## src/rtl/spi_mem_pkg.sv

```systemverilog
// Shared constants and state encoding for the SPI memory master.
// Holds the command opcodes and the transaction state enum used by the top level.
package spi_mem_pkg;

  localparam logic [7:0] OP_READ  = 8'h03;
  localparam logic [7:0] OP_WRITE = 8'h02;

  typedef enum logic [2:0] {
    ST_IDLE,
    ST_CMD,
    ST_ADDR,
    ST_DATA,
    ST_HOLD
  } spi_state_t;

endpackage

```

## src/rtl/spi_shift_engine.sv

```systemverilog
// SPI mode-0 bit engine: divides clk into SCLK phases and shifts one byte MSB first.
// Strobes look one cycle ahead: they flag that the coming clk edge is a falling/rising SCLK edge.
module spi_shift_engine #(
  parameter int CLK_DIV = 1
) (
  input  logic       clk,
  input  logic       rst_n,
  input  logic       run,
  input  logic       load,
  input  logic [7:0] load_byte,
  input  logic       miso,
  output logic       sclk,
  output logic       mosi,
  output logic [7:0] rx_byte,
  output logic       rx_done,
  output logic       byte_done
);

  localparam int DIV_W = (CLK_DIV > 1) ? $clog2(CLK_DIV) : 1;

  logic [DIV_W-1:0] div_q, div_d;
  logic             sclk_q, sclk_d;
  logic [2:0]       bit_cnt_q, bit_cnt_d;
  logic [7:0]       tx_q, tx_d;
  logic [7:0]       rx_q, rx_d;
  logic             phase_end;
  logic             bit_done;

  always_comb begin
    phase_end = run && (div_q == DIV_W'(CLK_DIV - 1));
    bit_done  = phase_end && sclk_q;
    rx_done   = phase_end && !sclk_q && (bit_cnt_q == 3'd7);
    byte_done = bit_done && (bit_cnt_q == 3'd7);
    rx_byte   = {rx_q[6:0], miso};

    div_d     = div_q;
    sclk_d    = sclk_q;
    bit_cnt_d = bit_cnt_q;
    tx_d      = tx_q;
    rx_d      = rx_q;

    if (run) div_d = phase_end ? '0 : div_q + DIV_W'(1);
    if (phase_end && !sclk_q) begin
      sclk_d = 1'b1;
      rx_d   = rx_byte;
    end
    if (bit_done) begin
      sclk_d    = 1'b0;
      tx_d      = {tx_q[6:0], 1'b0};
      bit_cnt_d = bit_cnt_q + 3'd1;
    end
    // A load always lands on a byte boundary, so it also restarts the phase counters.
    if (load) begin
      tx_d      = load_byte;
      div_d     = '0;
      sclk_d    = 1'b0;
      bit_cnt_d = '0;
    end
  end

  always_ff @(posedge clk or negedge rst_n) begin
    if (!rst_n) begin
      div_q     <= '0;
      sclk_q    <= 1'b0;
      bit_cnt_q <= '0;
      tx_q      <= '0;
      rx_q      <= '0;
    end else begin
      div_q     <= div_d;
      sclk_q    <= sclk_d;
      bit_cnt_q <= bit_cnt_d;
      tx_q      <= tx_d;
      rx_q      <= rx_d;
    end
  end

  assign sclk = sclk_q;
  assign mosi = tx_q[7];

endmodule

```

## src/rtl/spi_mem_master.sv

```systemverilog
// SPI master for serial ROM/RAM: opcode, address, then a burst of data bytes.
// Owns the transaction FSM, byte counting and chip selects; bit timing lives in spi_shift_engine.
module spi_mem_master
  import spi_mem_pkg::*;
#(
  parameter int ADDR_W    = 16,
  parameter int NUM_CS    = 2,
  parameter int CLK_DIV   = 1,
  parameter int MAX_BURST = 4,
  localparam int SEL_W    = (NUM_CS > 1) ? $clog2(NUM_CS) : 1,
  localparam int LEN_W    = $clog2(MAX_BURST)
) (
  input  logic              clk,
  input  logic              rst_n,
  input  logic              start,
  input  logic              write,
  input  logic [SEL_W-1:0]  cs_sel,
  input  logic [ADDR_W-1:0] addr,
  input  logic [LEN_W-1:0]  len,
  input  logic [7:0]        wdata,
  output logic              wdata_ack,
  output logic [7:0]        rdata,
  output logic              rdata_valid,
  output logic              busy,
  output logic              done,
  output logic              sclk,
  output logic              mosi,
  input  logic              miso,
  output logic [NUM_CS-1:0] cs_n
);

  localparam int ADDR_BYTES = ADDR_W / 8;
  localparam int CNT_W      = (LEN_W > 2) ? LEN_W : 2;

  spi_state_t        state_q, state_d;
  logic              write_q, write_d;
  logic [ADDR_W-1:0] addr_q, addr_d;
  logic [LEN_W-1:0]  len_q, len_d;
  logic [CNT_W-1:0]  byte_cnt_q, byte_cnt_d;
  logic [NUM_CS-1:0] cs_n_q, cs_n_d;
  logic              busy_q, busy_d;
  logic              done_q, done_d;
  logic              wdata_ack_q, wdata_ack_d;
  logic [7:0]        rdata_q, rdata_d;
  logic              rdata_valid_q, rdata_valid_d;

  logic              eng_run;
  logic              load;
  logic [7:0]        load_byte;
  logic [7:0]        rx_byte;
  logic              rx_done;
  logic              byte_done;

  always_comb begin
    state_d       = state_q;
    write_d       = write_q;
    addr_d        = addr_q;
    len_d         = len_q;
    byte_cnt_d    = byte_cnt_q;
    cs_n_d        = cs_n_q;
    busy_d        = busy_q;
    done_d        = 1'b0;
    wdata_ack_d   = 1'b0;
    rdata_d       = rdata_q;
    rdata_valid_d = 1'b0;
    load          = 1'b0;
    load_byte     = 8'h00;
    eng_run       = (state_q == ST_CMD) || (state_q == ST_ADDR) || (state_q == ST_DATA);

    case (state_q)
      ST_IDLE: begin
        if (start && (32'(cs_sel) < NUM_CS)) begin
          state_d   = ST_CMD;
          write_d   = write;
          addr_d    = addr;
          len_d     = len;
          busy_d    = 1'b1;
          cs_n_d    = ~(NUM_CS'(1) << cs_sel);
          load      = 1'b1;
          load_byte = write ? OP_WRITE : OP_READ;
        end
      end
      ST_CMD: begin
        if (byte_done) begin
          state_d    = ST_ADDR;
          byte_cnt_d = CNT_W'(ADDR_BYTES - 1);
          load       = 1'b1;
          load_byte  = addr_q[ADDR_W-1 -: 8];
          addr_d     = addr_q << 8;
        end
      end
      ST_ADDR: begin
        if (byte_done) begin
          load = 1'b1;
          if (byte_cnt_q == '0) begin
            state_d     = ST_DATA;
            byte_cnt_d  = CNT_W'(len_q);
            load_byte   = write_q ? wdata : 8'h00;
            wdata_ack_d = write_q;
          end else begin
            byte_cnt_d = byte_cnt_q - CNT_W'(1);
            load_byte  = addr_q[ADDR_W-1 -: 8];
            addr_d     = addr_q << 8;
          end
        end
      end
      ST_DATA: begin
        if (rx_done && !write_q) begin
          rdata_d       = rx_byte;
          rdata_valid_d = 1'b1;
        end
        if (byte_done) begin
          load = 1'b1;
          if (byte_cnt_q == '0) begin
            state_d = ST_HOLD;
          end else begin
            byte_cnt_d  = byte_cnt_q - CNT_W'(1);
            load_byte   = write_q ? wdata : 8'h00;
            wdata_ack_d = write_q;
          end
        end
      end
      ST_HOLD: begin
        state_d = ST_IDLE;
        cs_n_d  = '1;
        busy_d  = 1'b0;
        done_d  = 1'b1;
      end
      default: state_d = ST_IDLE;
    endcase
  end

  always_ff @(posedge clk or negedge rst_n) begin
    if (!rst_n) begin
      state_q       <= ST_IDLE;
      write_q       <= 1'b0;
      addr_q        <= '0;
      len_q         <= '0;
      byte_cnt_q    <= '0;
      cs_n_q        <= '1;
      busy_q        <= 1'b0;
      done_q        <= 1'b0;
      wdata_ack_q   <= 1'b0;
      rdata_q       <= 8'h00;
      rdata_valid_q <= 1'b0;
    end else begin
      state_q       <= state_d;
      write_q       <= write_d;
      addr_q        <= addr_d;
      len_q         <= len_d;
      byte_cnt_q    <= byte_cnt_d;
      cs_n_q        <= cs_n_d;
      busy_q        <= busy_d;
      done_q        <= done_d;
      wdata_ack_q   <= wdata_ack_d;
      rdata_q       <= rdata_d;
      rdata_valid_q <= rdata_valid_d;
    end
  end

  spi_shift_engine #(
    .CLK_DIV(CLK_DIV)
  ) u_engine (
    .clk      (clk),
    .rst_n    (rst_n),
    .run      (eng_run),
    .load     (load),
    .load_byte(load_byte),
    .miso     (miso),
    .sclk     (sclk),
    .mosi     (mosi),
    .rx_byte  (rx_byte),
    .rx_done  (rx_done),
    .byte_done(byte_done)
  );

  assign cs_n        = cs_n_q;
  assign busy        = busy_q;
  assign done        = done_q;
  assign wdata_ack   = wdata_ack_q;
  assign rdata       = rdata_q;
  assign rdata_valid = rdata_valid_q;

endmodule
```

## config.mk

```make
export PLATFORM = sky130hd
export DESIGN_NAME = spi_mem_master
export DESIGN_NICKNAME = d
export VERILOG_FILES = /design/src/rtl/spi_mem_pkg.sv /design/src/rtl/spi_shift_engine.sv /design/src/rtl/spi_mem_master.sv
export SDC_FILE = /design/constraint.sdc
export NUM_CORES = 1
export LEC_CHECK = 0
export CAP_MARGIN = 0
export CORE_ASPECT_RATIO = 0.75
export CORE_MARGIN = 8
export CORE_UTILIZATION = 35
export DETAILED_ROUTE_END_ITERATION = 7
export RECOVER_POWER = 50
export SLEW_MARGIN = 10
export SYNTH_ARGS = -nofsm -noshare
export SYNTH_HDL_FRONTEND = slang
export SYNTH_SLANG_ARGS = --single-unit
```

## constraint.sdc

```tcl
create_clock -name clk -period 5 [get_ports clk]
set_input_delay 1 -clock clk [delete_from_list [all_inputs] [get_ports clk]]
set_output_delay 1 -clock clk [all_outputs]
set_load 0.1 [all_outputs]
```

Word level (Yosys, flattened, before mapping). Cells that the tools add are included.

Flip-flop bits (word level): 58. Input bits: 32. Output and inout port bits: 16. Word-level logic and storage cells: 112.

$add $sub $neg: 3. Equal/unequal tests: 13. Shift operators: 1. Mux-type cells: 52. Bitwise gates (word level): 2. Reductions and logical operators: 25.

Operators with widths (number): two-way mux 16 bit (4); two-way mux 8 bit (8); one-hot mux 16 bit (3 select lines) (1); one-hot mux 8 bit (4 select lines) (1); two-way mux 3 bit (8); two-way mux 1 bit (17); two-way mux 2 bit (7); != test 2 bit (second input constant) (6); one-hot mux 3 bit (4 select lines) (1); AND reduction 5 bit (2); nonzero test 3 bit (3); equality test 3 x 2 -> 1 bit (second input constant) (2); equality test 3 bit (second input constant) (2); logical AND 1 bit (6); one-hot mux 1 bit (2 select lines) (3); one-hot mux 2 bit (3 select lines) (1); AND reduction 2 bit (3); AND reduction 6 bit (1); nonzero test 2 bit (3); != test 2 x 1 -> 1 bit (second input constant) (2); one-hot mux 2 bit (2 select lines) (1); adder 3 x 1 -> 3 bit (second input constant) (1); equality test 3 x 1 -> 1 bit (second input constant) (1); zero test 3 bit (1); 9 further kinds (11).

Longest topological paths before layout.
Depth after elaboration: 9. Depth in mapped cells: 8. Mapped depth without buffers: 6.

By module. Synthesis repeated with hierarchy kept, for this count alone.

Cell total of the unflattened synthesis: 293. Area total of the unflattened synthesis: 2985.4 µm².

By module, submodules not included: spi_mem_master (instances 1, cells an instance 212, area an instance 2097.0 µm², sequential area each 953.4 µm²); spi_shift_engine (instances 1, cells an instance 81, area an instance 888.4 µm², sequential area each 500.5 µm²).

Worst setup path before layout. Ideal clock, no wire load.

Path type: flip-flop to flip-flop. Start point: register u_engine.sclk_q, in the netlist u_engine.sclk. End point: register addr_q[13]. Library setup time: 0.127 ns. Arrival time: 2.146 ns. Data required time: 4.873 ns. Setup slack: 2.727 ns. Stages on the path, launching flop included: 7. Path buffers: 2. Clock period less this slack: 2.273 ns. Cell sequence: dfrtp_1 and2_1 and3_1 clkbuf_1 a21oi_4 buf_6 mux2_1.

Word-level cells in the longest chain between the ends: 4. Elaborated cells on any way between the ends: 5. Those cells by class: eq/ne: 2; reduce/logical: 3.

RTL lines: start: declaration (line spi_shift_engine.sv:22) `logic sclk_q, sclk_d;`; start signal: assignment (line spi_shift_engine.sv:70) `sclk_q <= sclk_d;`; logical AND 1 bit * (line spi_shift_engine.sv:31) `bit_done = phase_end && sclk_q;`; logical AND 1 bit * (line spi_shift_engine.sv:33) `byte_done = bit_done && (bit_cnt_q == 3'd7);`; != test 2 bit (no source line); AND reduction 5 bit (no source line) *; end signal: assignment (line spi_mem_master.sv:149) `addr_q <= addr_d;`; end: declaration (line spi_mem_master.sv:37) `logic [ADDR_W-1:0] addr_q, addr_d;`.

Every way passes the cells marked *; elsewhere a longest branch is shown, timed or not. A chain may end at the register's enable or synchronous reset.

Worst setup path in the final report.
Start point: register cs_n_q[0], in the netlist cs_n[0]. End point: output port cs_n[0].

RTL lines: start: declaration (line spi_mem_master.sv:40) `logic [NUM_CS-1:0] cs_n_q, cs_n_d;`; start signal: assignment (line spi_mem_master.sv:152) `cs_n_q <= cs_n_d;`; end: declaration (line spi_mem_master.sv:29) `output logic [NUM_CS-1:0] cs_n`.

No word-level cell between the ends.

==> results.yml <==
timing:
  finalCriticalPeriod_ns: 2.99
  final_max_slew_viol_count: 0
  fmaxAchievable_mhz: 335
  relSlewSlack: 0.303
  timing.setup.tns_ns: 0
  fraction_of_the_cycle_the_final_worst_path_needs: 0.598
  timing.clock.skew_ns: 0.0118
  worst_margin_pin_slew_ns: 1.04
  final-setup-viol-count: 0
  grt_setup_unrepaired: "false"
  finalHoldWorstSlack_ns: 0.480
  number_of_failing_hold_endpoints_at_the_final_stage: 0
clocking:
  cts.path.max_buffers: 2
  post-cts-setup-buffer-count: 0
  ctsResizeCount: 0
  worstSkewPairLatency_ns: 0.33
  number_of_buffers_created_by_cts: 9
  clkTransAtPathRegs_ns: 0.06
  tritoncts: "done"
  post_cts_hold_fix_bufs: 0
  cts_htree_levels: 3
  ctsRootBufferMaster: "sky130_fd_sc_hd__clkbuf_8"
  cts.sink_count: 58
synthesis:
  syn-mean-instance-area_um2: 12.1
  number_of_distinct_library_cells_after_synthesis: 41
  synth-seq-cells: 58
  seq_area_frac_synth: 0.550
  synth-edff-count: 0
  yosys_most_used_dff: "sky130_fd_sc_hd__dfrtp_1"
  synth-warning-count: 0
  syn-instance-count: 218
  syn_std_cell_area_mm2: 0.00264
  postSynthNetCount: 253
  synth-async-reset-ratio: 1.00
worst_setup_path:
  critPathTopFamily: "buffers and inverters"
  path_cells: "clkdlybuf4s50_1"
  crit_end_category: "primary output"
  worst_r2r_startpoint: "state_q[2]"
  timing.critical_path.required_ns: 4.00
  timing_worst_setup_path_type: "register to primary output"
  crit_path_start_kind: "register"
  cp-startpoint: "cs_n[0]"
  wp_buf_inv: 1
  crit_path_max_fanout: 2
  critPathMaxStageDelay_ns: 1.13
  critical_path_arrival_ns: 1.99
  worst_path_max_delay_cell: "sky130_fd_sc_hd__clkdlybuf4s50_1"
route:
  drc: 0
  dr_total_vias: 1862
  drt_pass1_iterations: 4
  drtAntennaViolNets: 0
  drt-wirelength-per-cell_um: 15.7
  avgViaCountPerCell: 5.02
  drt_first_iter_violations: 56
  route.final.wire_length_um: 5820
placement:
  gpl.final_weighted_congestion: 0.724
  port_buffers: 47
  detailed_placer_s_ending_hpwl_um: 4010
  postPlaceCellArea_mm2: 0.00318
die:
  die-width_um: 116
  start_util: 0.361
  floorplan.die_area_mm2: 0.0106
  die-height_um: 91.3
  design.portCount: 48
  core-area_mm2: 0.00733
  floorplan.rows: 27
worst_hold_path:
  hp-class: "register to register"
  holdCritStartpoint: "busy"
cells_and_area:
  drive_gt1_frac: 0.130
  finalCoreUtilization: 0.459
  mostFrequentLayoutCells: "sky130_fd_sc_hd__dfrtp_1 (56), sky130_fd_sc_hd__clkdlybuf4s50_1 (45), sky130_fd_sc_hd__mux2_1 (19)"
  area_growth_pct: 27.2
  fillerInstances: 712
  layout_commonest_cell: "sky130_fd_sc_hd__dfrtp_1"
  antenna_cells: 0
  finalNetCount: 300
  postLayoutCellArea_mm2: 0.00336
outcome:
  status: "complete, no violations"
power_and_ir_drop:
  leak_pwr_nw: 1.52
  power.density_cell_area_mw_per_mm2: 634
  worst_ir_drop_vdd_mv: 0.307
global_routing:
  grt_pass1_wl_um: 10100
  grt_overflow_total: 0
  antenna_found_initial: 0
  vias_in_the_first_global_route: 1966
  largest_net_degree_at_the_start_of_global_routing: 59
  gr-usage-all-layers: 0.121
job:
  maxCapViolCount: 0
==> worst min-delay path, delay by kind of cell (launching register included) <==
family,cells,cell delay [ns]
AND/OR/NAND/NOR,2,0.10
flip-flops,1,0.34
==> final timing paths <==
kind / slack, ns / cells after the start / end
setup / recovery: 2.01 / 1 / cs_n[0]
hold / removal: 0.48 / 2 / busy
setup reg to reg: 2.05 / 4 / rdata[1]
hold reg to reg: 0.48 / 2 / busy
max in group asynchronous: 3.69 / 2 / u_engine.bit_cnt_q[1]
min in group asynchronous: 0.82 / 2 / rdata[3]
==> cells in the mapped netlist, drive strengths merged, types with 2 or more instances <==
master | instances | area, µm²
a21oi | 9 | 60.1
a221o | 6 | 60.1
a22o | 14 | 123
a22oi | 2 | 15.0
a311oi | 2 | 17.5
and2 | 2 | 12.5
and3 | 9 | 56.3
buf | 6 | 36.3
clkbuf | 6 | 22.5
dfrtp | 56 | 1400
dfstp | 2 | 52.6
ha | 3 | 37.5
inv | 5 | 18.8
mux2 | 31 | 349
nand2 | 18 | 67.6
nand2b | 3 | 18.8
nand3 | 5 | 25.0
nand3b | 2 | 15.0
nor2 | 8 | 30.0
nor2b | 2 | 12.5
nor3 | 6 | 41.3
nor3b | 2 | 26.3
o21ai | 6 | 30.0
o22ai | 2 | 12.5
or2 | 2 | 12.5
==> flip-flops by register name, summed over array words and instances (netlist names) <==
name                flops
addr_q                 16
rdata_valid             1
len_q                   2
state_q                 3
done                    1
u_engine.rx_q           7
u_engine.tx_q           8
busy                    1
rdata                   8
cs_n                    2
u_engine.sclk           1
u_engine.bit_cnt_q      3
u_engine.div_q          1
wdata_ack               1
byte_cnt_q              2
write_q                 1
==> power breakdown <==
part	total [mW]	internal, mW	switching (mW)
Sequential	0.782	0.650	0.132
Clock	0.441	0.255	0.186
Combinational	0.908	0.369	0.539
==> cell type report <==
type | count | area, µm² | area share
clock buffers | 11 | 151 | 0.0450
flip-flops and latches | 58 | 1450 | 0.432
repair buffers | 48 | 473 | 0.141
well taps | 101 | 126 | 0.0376
clock inverters | 5 | 52.6 | 0.0156
inverters | 5 | 18.8 | 0.00558
multi-input cells | 143 | 1090 | 0.323
==> per-layer routing <==
layer	routed length (µm)	global-route usage	up-vias
li1	-	-	898
met1	2910	0.163	927
met2	2550	0.174	32
met3	292	0.0456	5
met4	71	0.0388	0
met5	0	0	-
==> cell families (layout without fill, tap and decap cells) <==
group | after synthesis | in the layout | synth area share
muxes | 31 | 31 | 0.132
and+or+nand+nor | 63 | 63 | 0.138
DFF | 58 | 58 | 0.550
adders and majority gates | 3 | 3 | 0.0142
xor gates and xnor gates | 1 | 1 | 0.00331
buffers and inverters | 17 | 69 | 0.0293
AOI/OAI and AO/OA | 45 | 45 | 0.133
==> metrics by stage <==
step	power (mW)	std cells	setup WS, ns
after floorplan	1.50	218	2.73
after global placement	1.70	355	1.96
after detailed placement	1.72	355	1.84
after CTS	2.17	371	1.95
after global routing	2.28	371	1.72
final	2.13	371	2.01
Power figures use the tool's default switching activity.
